==> config.mk <==
export PLATFORM = sky130hd
export DESIGN_NAME = dp_memory_tester
export DESIGN_NICKNAME = d
export VERILOG_FILES = /design/src/rtl/dp_memory_tester.sv
export SDC_FILE = /design/constraint.sdc
export NUM_CORES = 1
export LEC_CHECK = 0
export CORE_UTILIZATION = 55
export CTS_BUF_LIST = sky130_fd_sc_hd__clkbuf_8
export DETAILED_ROUTE_END_ITERATION = 6
export GPL_ROUTABILITY_DRIVEN = 0
export PLACE_DENSITY = 0.88
export SETUP_SLACK_MARGIN = 0.15
export SLEW_MARGIN = 20
export SYNTH_ARGS = -nofsm -noshare
export SYNTH_HDL_FRONTEND = slang
export SYNTH_SLANG_ARGS = --single-unit
==> constraint.sdc <==
create_clock -name clk -period 2.6 [get_ports clk]
set_input_delay 0.52 -clock clk [delete_from_list [all_inputs] [get_ports clk]]
set_output_delay 0.52 -clock clk [all_outputs]
set_load 0.02 [all_outputs]
==> src/rtl/dp_memory_tester.sv <==
// dp_memory_tester
// Traffic generator for the dual-port SRAM arbiter. It writes a selectable
// pattern to every location through port 1, reads each location back
// through port 2 and reports pass/fail, the mismatch count and the first
// failing address. Every output is a flop, so the arbiter never sees a glitch.
module dp_memory_tester #(
    parameter int ACCESS_CYCLES = 6,
    parameter int ADDR_W        = 10
) (
    input  logic              clk,
    input  logic              rst,
    input  logic              start,
    input  logic [1:0]        pattern_sel,
    output logic              busy,
    output logic              done,
    output logic              pass,
    output logic [ADDR_W:0]   err_count,
    output logic [ADDR_W-1:0] first_err_addr,
    output logic [ADDR_W-1:0] a1,
    output logic [7:0]        din1,
    output logic              we1_n,
    output logic              oe1_n,
    output logic [ADDR_W-1:0] a2,
    output logic              we2_n,
    output logic              oe2_n,
    input  logic [7:0]        dout2
);

    typedef enum logic [2:0] {
        IDLE,
        WR_HOLD,
        WR_RECOVER,
        RD_HOLD,
        FINISH
    } state_t;

    localparam int                HOLD_W    = $clog2(ACCESS_CYCLES);
    localparam logic [HOLD_W-1:0] HOLD_LAST = HOLD_W'(ACCESS_CYCLES - 1);
    // Patterns index address bits up to bit 9; narrower sweeps zero-extend.
    localparam int                PW        = (ADDR_W < 10) ? 10 : ADDR_W;

    state_t              state, state_nxt;
    logic [ADDR_W-1:0]   addr, addr_nxt, addr_inc;
    logic [HOLD_W-1:0]   hold_cnt, hold_nxt;
    logic [1:0]          sel, sel_nxt;
    logic                busy_nxt, done_nxt, pass_nxt;
    logic [ADDR_W:0]     err_nxt;
    logic [ADDR_W-1:0]   first_nxt, a1_nxt, a2_nxt;
    logic [7:0]          din1_nxt;
    logic                we1_n_nxt, oe2_n_nxt;
    logic                addr_is_max;

    // Data written to (and expected back from) a given address.
    function automatic logic [7:0] pattern_of(input logic [1:0] s,
                                              input logic [ADDR_W-1:0] a);
        logic [PW-1:0] ax;
        ax = PW'(a);
        case (s)
            2'd0:    return ax[7:0];
            2'd1:    return ~ax[7:0];
            2'd2:    return ax[0] ? 8'hAA : 8'h55;
            default: return ax[9:2] ^ 8'hA5;
        endcase
    endfunction

    assign addr_inc    = addr + ADDR_W'(1);
    assign addr_is_max = (addr == {ADDR_W{1'b1}});

    // Next-state and next-output logic; strobes default to inactive.
    always_comb begin
        // NOTE: every target gets a default first so no path leaves it unassigned (no latches).
        state_nxt = state;
        addr_nxt  = addr;
        hold_nxt  = hold_cnt;
        sel_nxt   = sel;
        busy_nxt  = busy;
        done_nxt  = 1'b0;
        pass_nxt  = pass;
        err_nxt   = err_count;
        first_nxt = first_err_addr;
        a1_nxt    = a1;
        din1_nxt  = din1;
        we1_n_nxt = 1'b1;
        a2_nxt    = a2;
        oe2_n_nxt = 1'b1;

        case (state)
            IDLE: begin
                if (start) begin
                    sel_nxt   = pattern_sel;
                    err_nxt   = '0;
                    first_nxt = '0;
                    pass_nxt  = 1'b0;
                    busy_nxt  = 1'b1;
                    addr_nxt  = '0;
                    hold_nxt  = '0;
                    a1_nxt    = '0;
                    din1_nxt  = pattern_of(pattern_sel, '0);
                    we1_n_nxt = 1'b0;
                    state_nxt = WR_HOLD;
                end
            end

            WR_HOLD: begin
                if (hold_cnt == HOLD_LAST) begin
                    state_nxt = WR_RECOVER;
                end else begin
                    hold_nxt  = hold_cnt + HOLD_W'(1);
                    we1_n_nxt = 1'b0;
                end
            end

            WR_RECOVER: begin
                hold_nxt = '0;
                if (addr_is_max) begin
                    addr_nxt  = '0;
                    a2_nxt    = '0;
                    oe2_n_nxt = 1'b0;
                    state_nxt = RD_HOLD;
                end else begin
                    addr_nxt  = addr_inc;
                    a1_nxt    = addr_inc;
                    din1_nxt  = pattern_of(sel, addr_inc);
                    we1_n_nxt = 1'b0;
                    state_nxt = WR_HOLD;
                end
            end

            RD_HOLD: begin
                if (hold_cnt == HOLD_LAST) begin
                    // Last hold clock: the arbiter's read register is settled.
                    hold_nxt = '0;
                    if (dout2 != pattern_of(sel, addr)) begin
                        err_nxt = err_count + (ADDR_W + 1)'(1);
                        if (err_count == '0) begin
                            first_nxt = addr;
                        end
                    end
                    if (addr_is_max) begin
                        state_nxt = FINISH;
                    end else begin
                        addr_nxt  = addr_inc;
                        a2_nxt    = addr_inc;
                        oe2_n_nxt = 1'b0;
                    end
                end else begin
                    hold_nxt  = hold_cnt + HOLD_W'(1);
                    oe2_n_nxt = 1'b0;
                end
            end

            FINISH: begin
                busy_nxt  = 1'b0;
                done_nxt  = 1'b1;
                pass_nxt  = (err_count == '0);
                state_nxt = IDLE;
            end

            default: state_nxt = IDLE;
        endcase
    end

    // State, counters and all registered outputs.
    always_ff @(posedge clk or posedge rst) begin
        if (rst) begin
            state          <= IDLE;
            addr           <= '0;
            hold_cnt       <= '0;
            sel            <= '0;
            busy           <= 1'b0;
            done           <= 1'b0;
            pass           <= 1'b0;
            err_count      <= '0;
            first_err_addr <= '0;
            a1             <= '0;
            din1           <= '0;
            we1_n          <= 1'b1;
            oe1_n          <= 1'b1;
            a2             <= '0;
            we2_n          <= 1'b1;
            oe2_n          <= 1'b1;
        end else begin
            // NOTE: non-blocking so every flop samples pre-edge values.
            state          <= state_nxt;
            addr           <= addr_nxt;
            hold_cnt       <= hold_nxt;
            sel            <= sel_nxt;
            busy           <= busy_nxt;
            done           <= done_nxt;
            pass           <= pass_nxt;
            err_count      <= err_nxt;
            first_err_addr <= first_nxt;
            a1             <= a1_nxt;
            din1           <= din1_nxt;
            we1_n          <= we1_n_nxt;
            oe1_n          <= 1'b1;
            a2             <= a2_nxt;
            we2_n          <= 1'b1;
            oe2_n          <= oe2_n_nxt;
        end
    end

endmodule

[Yosys cells after proc, flatten, opt, wreduce, memory -nomap -nowiden]
Index checks and enable logic that the tools add are counted.
Operators by class
  add/subtract/negate cells: 3
  eq/ne operators: 21
  multiplexer cells: 48
  bitwise logic cells: 4
  reductions and logical operators: 19
Operators with widths (number)
  2-to-1 mux 10 bit: 8
  one-hot mux 8 bit (3 select lines): 3
  one-hot mux 10 bit (2 select lines): 3
  2-to-1 mux 8 bit: 6
  2-to-1 mux 11 bit: 3
  one-hot mux 10 bit (3 select lines): 1
  one-hot mux 3 bit (4 select lines): 2
  one-hot mux 11 bit (2 select lines): 1
  2-to-1 mux 3 bit: 7
  inequality test 2 bit (second input constant): 10
  NOT 8 bit: 2
  one-hot mux 8 bit (2 select lines): 1
  AND reduction 4 bit: 4
  adder 11 x 1 -> 11 bit (second input constant): 1
  logical NOT 11 bit: 1
  adder 10 x 1 -> 10 bit (second input constant): 1
  == test 10 bit (second input constant): 1
  2-to-1 mux 1 bit: 8
  inequality test 8 bit: 1
  NOT 4 bit: 2
  nonzero test 2 bit: 4
  == test 3 x 2 -> 1 bit (second input constant): 2
  == test 3 bit (second input constant): 2
  one-hot mux 1 bit (2 select lines): 3
  13 further kinds: 18
Storage, ports and cells
  register bits after elaboration: 72
  bits of input ports: 13
  output and inout port bits: 56
  word-level logic and storage cells: 109

[Logic depth before layout (Yosys ltp)]
  depth in word-level cells: 8
  mapped depth: 10
  depth with buffers taken out: 9

[Worst setup path before layout]
No wires, ideal clock.
  path type: register to register
  start: register addr[0]
  end: register err_count[2]
  library setup time: 0.119 ns
  data arrival time: 2.065 ns
  data required time: 2.481 ns
  slack: 0.416 ns
  stages on the path, launching flop included: 10
  period minus slack after synthesis: 2.184 ns
  cells stage by stage: dfrtp_1 -> or2_1 -> buf_2 -> a211o_1 -> o2111ai_2 -> o2111ai_4 -> o31ai_4 -> buf_6 -> nor3_1 -> o21a_1
Between the ends
  longest elaborated chain between the ends: 7
  elaborated cells on any way between the ends: 8
  classes of those cells: 2 x eq/ne; 4 x mux; 1 x bitwise; 1 x reduce/logical
Ends and longest elaborated chain
  start: declaration: line 43  | logic [ADDR_W-1:0] addr, addr_nxt, addr_inc;
  start signal: assignment: line 185  | addr <= addr_nxt;
  2-to-1 mux 8 bit or NOT 8 bit (tied branches): line 61, 60
  one-hot mux 8 bit (3 select lines) (*): line 58  | case (s)
  2-to-1 mux 8 bit (*): line 130  | if (hold_cnt == HOLD_LAST) begin
  2-to-1 mux 8 bit (*): line 87  | case (state)
  inequality test 8 bit (*): line 133  | if (dout2 != pattern_of(sel, addr)) begin
  inequality test 2 bit (no line) (*)
  AND reduction 4 bit (no line) (*)
  end signal: assignment: line 191  | err_count <= err_nxt;
  end: declaration: line 17  | output logic [ADDR_W:0] err_count,
Every way passes the cells marked *; elsewhere a longest branch is shown, timed or not. The select of a mux whose other input is x is not followed.
A chain may end at the register's enable or synchronous reset.

[Final worst setup path]
  start: register sel[0]
  end: register err_count[6]
Between the ends
  longest elaborated chain between the ends: 7
  elaborated cells on any way between the ends: 9
  classes of those cells: 4 x eq/ne; 3 x mux; 2 x reduce/logical
Ends and longest elaborated chain
  start: declaration: line 45  | logic [1:0] sel, sel_nxt;
  start signal: assignment: line 187  | sel <= sel_nxt;
  == test 2 bit (tied with other cells): line 58
  one-hot mux 8 bit (3 select lines) (*): line 58
  2-to-1 mux 8 bit (*): line 130
  2-to-1 mux 8 bit (*): line 87
  inequality test 8 bit (*): line 133
  inequality test 2 bit (no line) (*)
  AND reduction 4 bit (no line) (*)
Marks and branches as above.

==> out/metrics.cfg <==
[routing]
drt_iter0_drc = 325
viasPerCell = 6.04
wl_per_cell_microns = 17.6
routed.top_layer = met4
wl_met2_mm = 5.13
remaining_drc_errors = 0
drt_first_pass_iters = 5
dr_total_vias = 3618
dr_wl_met3_microns = 793
postRouteAntennaNets = 0
drt-total-wl_mm = 10.5
m1WireLength_mm = 4.31

[sta]
period_minus_slack_ns = 2.45
final_hold_viol_count = 0
final-setup-viol-count = 0
tightest_slew_ns = 0.752
grt_setup_unrepaired = yes
timing.final.crit_share = 0.942
timing.max_slew.rel_slack = 0.497
fin_tns_setup_ns = 0
clock.fmax_mhz = 408
slew_violations = 0
fin_worst_skew_ns = 0.00995

[clock_tree]
holdBufCountCts = 0
cts-buffers-inserted = 9
clockBufferDepth = 2
clk-insertion-delay-late_ns = 0.35
tritoncts_clock_tree = built
clkTransAtPathRegs_ns = 0.08
cts_max_level = 3
clock_sinks = 72
root_buffer = sky130_fd_sc_hd__clkbuf_8

[cells_and_area]
n_antenna_cell = 0
area_growth_pct = 27.9
fin_area_sq_um = 5000
filler_cell_count = 494
num-nets-final = 519
final_cell_count_no_fill = 599
share_of_layout_cells_above_drive_strength_1 = 0.123

[logic_synthesis]
netlist_area_sq_um = 3910
area_fraction_of_the_dominant_cell_type_after_synthesis = 0.448
post_synth_num_cell_types = 58
yosysWarningCount = 0
synth-seq-area-share = 0.461
ys_top_cells_by_area = sky130_fd_sc_hd__dfrtp_1, sky130_fd_sc_hd__nand2_1, sky130_fd_sc_hd__o21ai_0
synth.largest_area_cell = sky130_fd_sc_hd__dfrtp_1
post_synth.cell_area_avg_sq_um = 9.21
synth_cells = 425
synth-seq-cells = 72

[critical_path]
ff2ff_path_depth = 9
cpLargestDelayFamily = compound AO/OA/AOI/OAI gates
critical_path_end_type = flip-flop
start_kind = flip-flop
path_class = reg2reg
arrival_ns = 2.73
worstPathBufferInverterCount = 3
critPathRequiredTime_ns = 2.88
timing.critical_path.cells = buf_4, clkbuf_16, xnor2_1, o2111ai_2, o2111ai_4, o31ai_4, clkbuf_2, or4_1, a21oi_1
timing.critical_path.slowest_cell_delay_ns = 0.52
critical_path_peak_fanout = 10
critical_path_depth = 9
critical_path.slowest_cell = sky130_fd_sc_hd__or4_1

[job]
cap_viol_max_count = 0

[power_and_ir_drop]
cellLeakagePower_nw = 2.14
total_power_of_the_final_layout_mw = 5.33
vdd_ir_drop_max_uv = 550
power.density_cell_area_nw_per_um2 = 1070

[status]
outcome = finished clean

[global_routing]
antenna_violations_before_repair = 0
overflow = 0
grt_start_max_net_pins = 73
grt_pass1_wl_mm = 16.5
grt_pass1_vias = 3283
global_route.usage.total = 0.290

[die]
pin_count = 69
fp.dieW_microns = 86.3
floorplan.initialDensity = 0.573
core_area_sq_um = 6830
die_height_microns = 86.3
die_area_sq_um = 7450
row_count = 30

[place]
port_buffers = 66
place_hpwl_mm = 7.01
placedInstanceArea_sq_um = 4700
place.detailed.instances = 576

[worst_hold_path]
count_of_cells_along_the_worst_hold_path = 2
worst_hold_path_type = reg2reg

## synth_stat cells (all sizes together)
library cell	instances
nand3	28
xor2	9
o311ai	1
o21ai	46
nand2b	5
ha	8
or4	5
a22oi	4
o21bai	1
a211o	3
inv	16
o22ai	1
o21a	3
or2	2
and3	3
mux2i	8
nor4	2
dfstp	2
nor2	24
or3	1
o31a	1
a21boi	1
o211a	1
o221ai	1
and2	2
clkbuf	16
a32oi	1
o211ai	2
o2111ai	5
a21o	2
a22o	10
dfrtp	70
nand4b	1
nor3	10
o22a	1
o31ai	10
a221oi	1
a31oi	3
buf	16
nand4	7
xnor2	17
a211oi	2
conb	1
a21oi	12
nand2	60
## per-layer routing
metal	up-vias	track usage
li1	1643	-
met1	1764	0.381
met2	186	0.469
met3	25	0.0581
met4	0	0.127
met5	-	0
## flip-flops by register name (all words and copies together) (netlist names), 2 cells and up
signal,cells
err_count,11
first_err_addr,10
a2,10
a1,10
addr,10
state,3
din1,8
hold_cnt,3
sel,2
## worst register-to-register path, cell delays in order, from the launching register on
cell                        delay [ns]
sky130_fd_sc_hd__dfrtp_2          0.48
sky130_fd_sc_hd__buf_4            0.17
sky130_fd_sc_hd__clkbuf_16        0.16
sky130_fd_sc_hd__xnor2_1          0.23
sky130_fd_sc_hd__o2111ai_2        0.19
sky130_fd_sc_hd__o2111ai_4        0.17
sky130_fd_sc_hd__o31ai_4          0.14
sky130_fd_sc_hd__clkbuf_2         0.17
sky130_fd_sc_hd__or4_1            0.52
sky130_fd_sc_hd__a21oi_1          0.15
## cell families after synthesis
| group | share of synthesized area |
|---|---|
| AND/OR/NAND/NOR | 0.179 |
| AO/OA/AOI/OAI | 0.194 |
| flip-flops | 0.461 |
| buffers and inverters | 0.0601 |
| XOR/XNOR | 0.0582 |
| adder cells (fa/ha/maj) | 0.0256 |
| multiplexers | 0.0205 |
| other | 0.000958 |
## metrics by stage
step / utilization / hold WS (ns) / setup WS [ns]
6_report: 0.732 / 0.477 / 0.151
4_1_cts: 0.720 / 0.480 / 0.165
3_5_place_dp: 0.688 / 0.464 / -0.00780
5_1_grt: 0.732 / 0.501 / 0.0552
2_1_floorplan: - / 0.483 / 0.258
3_3_place_gp: 0.688 / 0.464 / 0.0953
## area by class of cell
cell class / count / area (sq um) / share of cell area
Timing Repair Buffer: 93 / 903 / 0.181
Multi-Input combinational cell: 306 / 1910 / 0.382
Sequential cell: 72 / 1810 / 0.361
Clock buffer: 10 / 138 / 0.0275
Tap cell: 96 / 120 / 0.0240
Inverter: 16 / 65.1 / 0.0130
Clock inverter: 6 / 60.1 / 0.0120
## where the power goes
part,switching (mW),internal [mW]
combinational,1.49,1.18
clock,0.423,0.464
sequential,0.340,1.43
## path summary, 6_finish.rpt
kind,startpoint,end,slack [ns]
worst max-delay path,sel[0],err_count[6],0.15
worst min-delay path,busy,busy,0.48
worst max register to register,sel[0],err_count[6],0.15
worst min register to register,busy,busy,0.48
max in group asynchronous,rst,we1_n,1.70
min in group asynchronous,rst,sel[0],0.56
## repair_timing
action | 4_1_cts | 5_1_grt
pin swaps | 1 | 2
setup endpoints to repair | 18 | 39
cloned | 0 | 1
buffers inserted | 1 | 5
gates resized for setup | 3 | 8
## cell usage in the layout, fill, tap and decap left out, types with 9 or more instances in the layout
cell type | Yosys | final
sky130_fd_sc_hd__dfrtp_1 | 70 | 68
sky130_fd_sc_hd__clkdlybuf4s50_1 | 0 | 66
sky130_fd_sc_hd__nand2_1 | 60 | 59
sky130_fd_sc_hd__o21ai_0 | 45 | 45
sky130_fd_sc_hd__nand3_1 | 28 | 27
sky130_fd_sc_hd__nor2_1 | 24 | 24
sky130_fd_sc_hd__buf_4 | 2 | 23
sky130_fd_sc_hd__xnor2_1 | 17 | 17
sky130_fd_sc_hd__inv_1 | 14 | 14
sky130_fd_sc_hd__a21oi_1 | 12 | 11
sky130_fd_sc_hd__a22o_1 | 10 | 10
sky130_fd_sc_hd__clkbuf_8 | 0 | 10
sky130_fd_sc_hd__nor3_1 | 9 | 9
sky130_fd_sc_hd__xor2_1 | 9 | 9
sky130_fd_sc_hd__o31ai_1 | 9 | 9
Note: power is estimated with default switching activity, not from simulation.
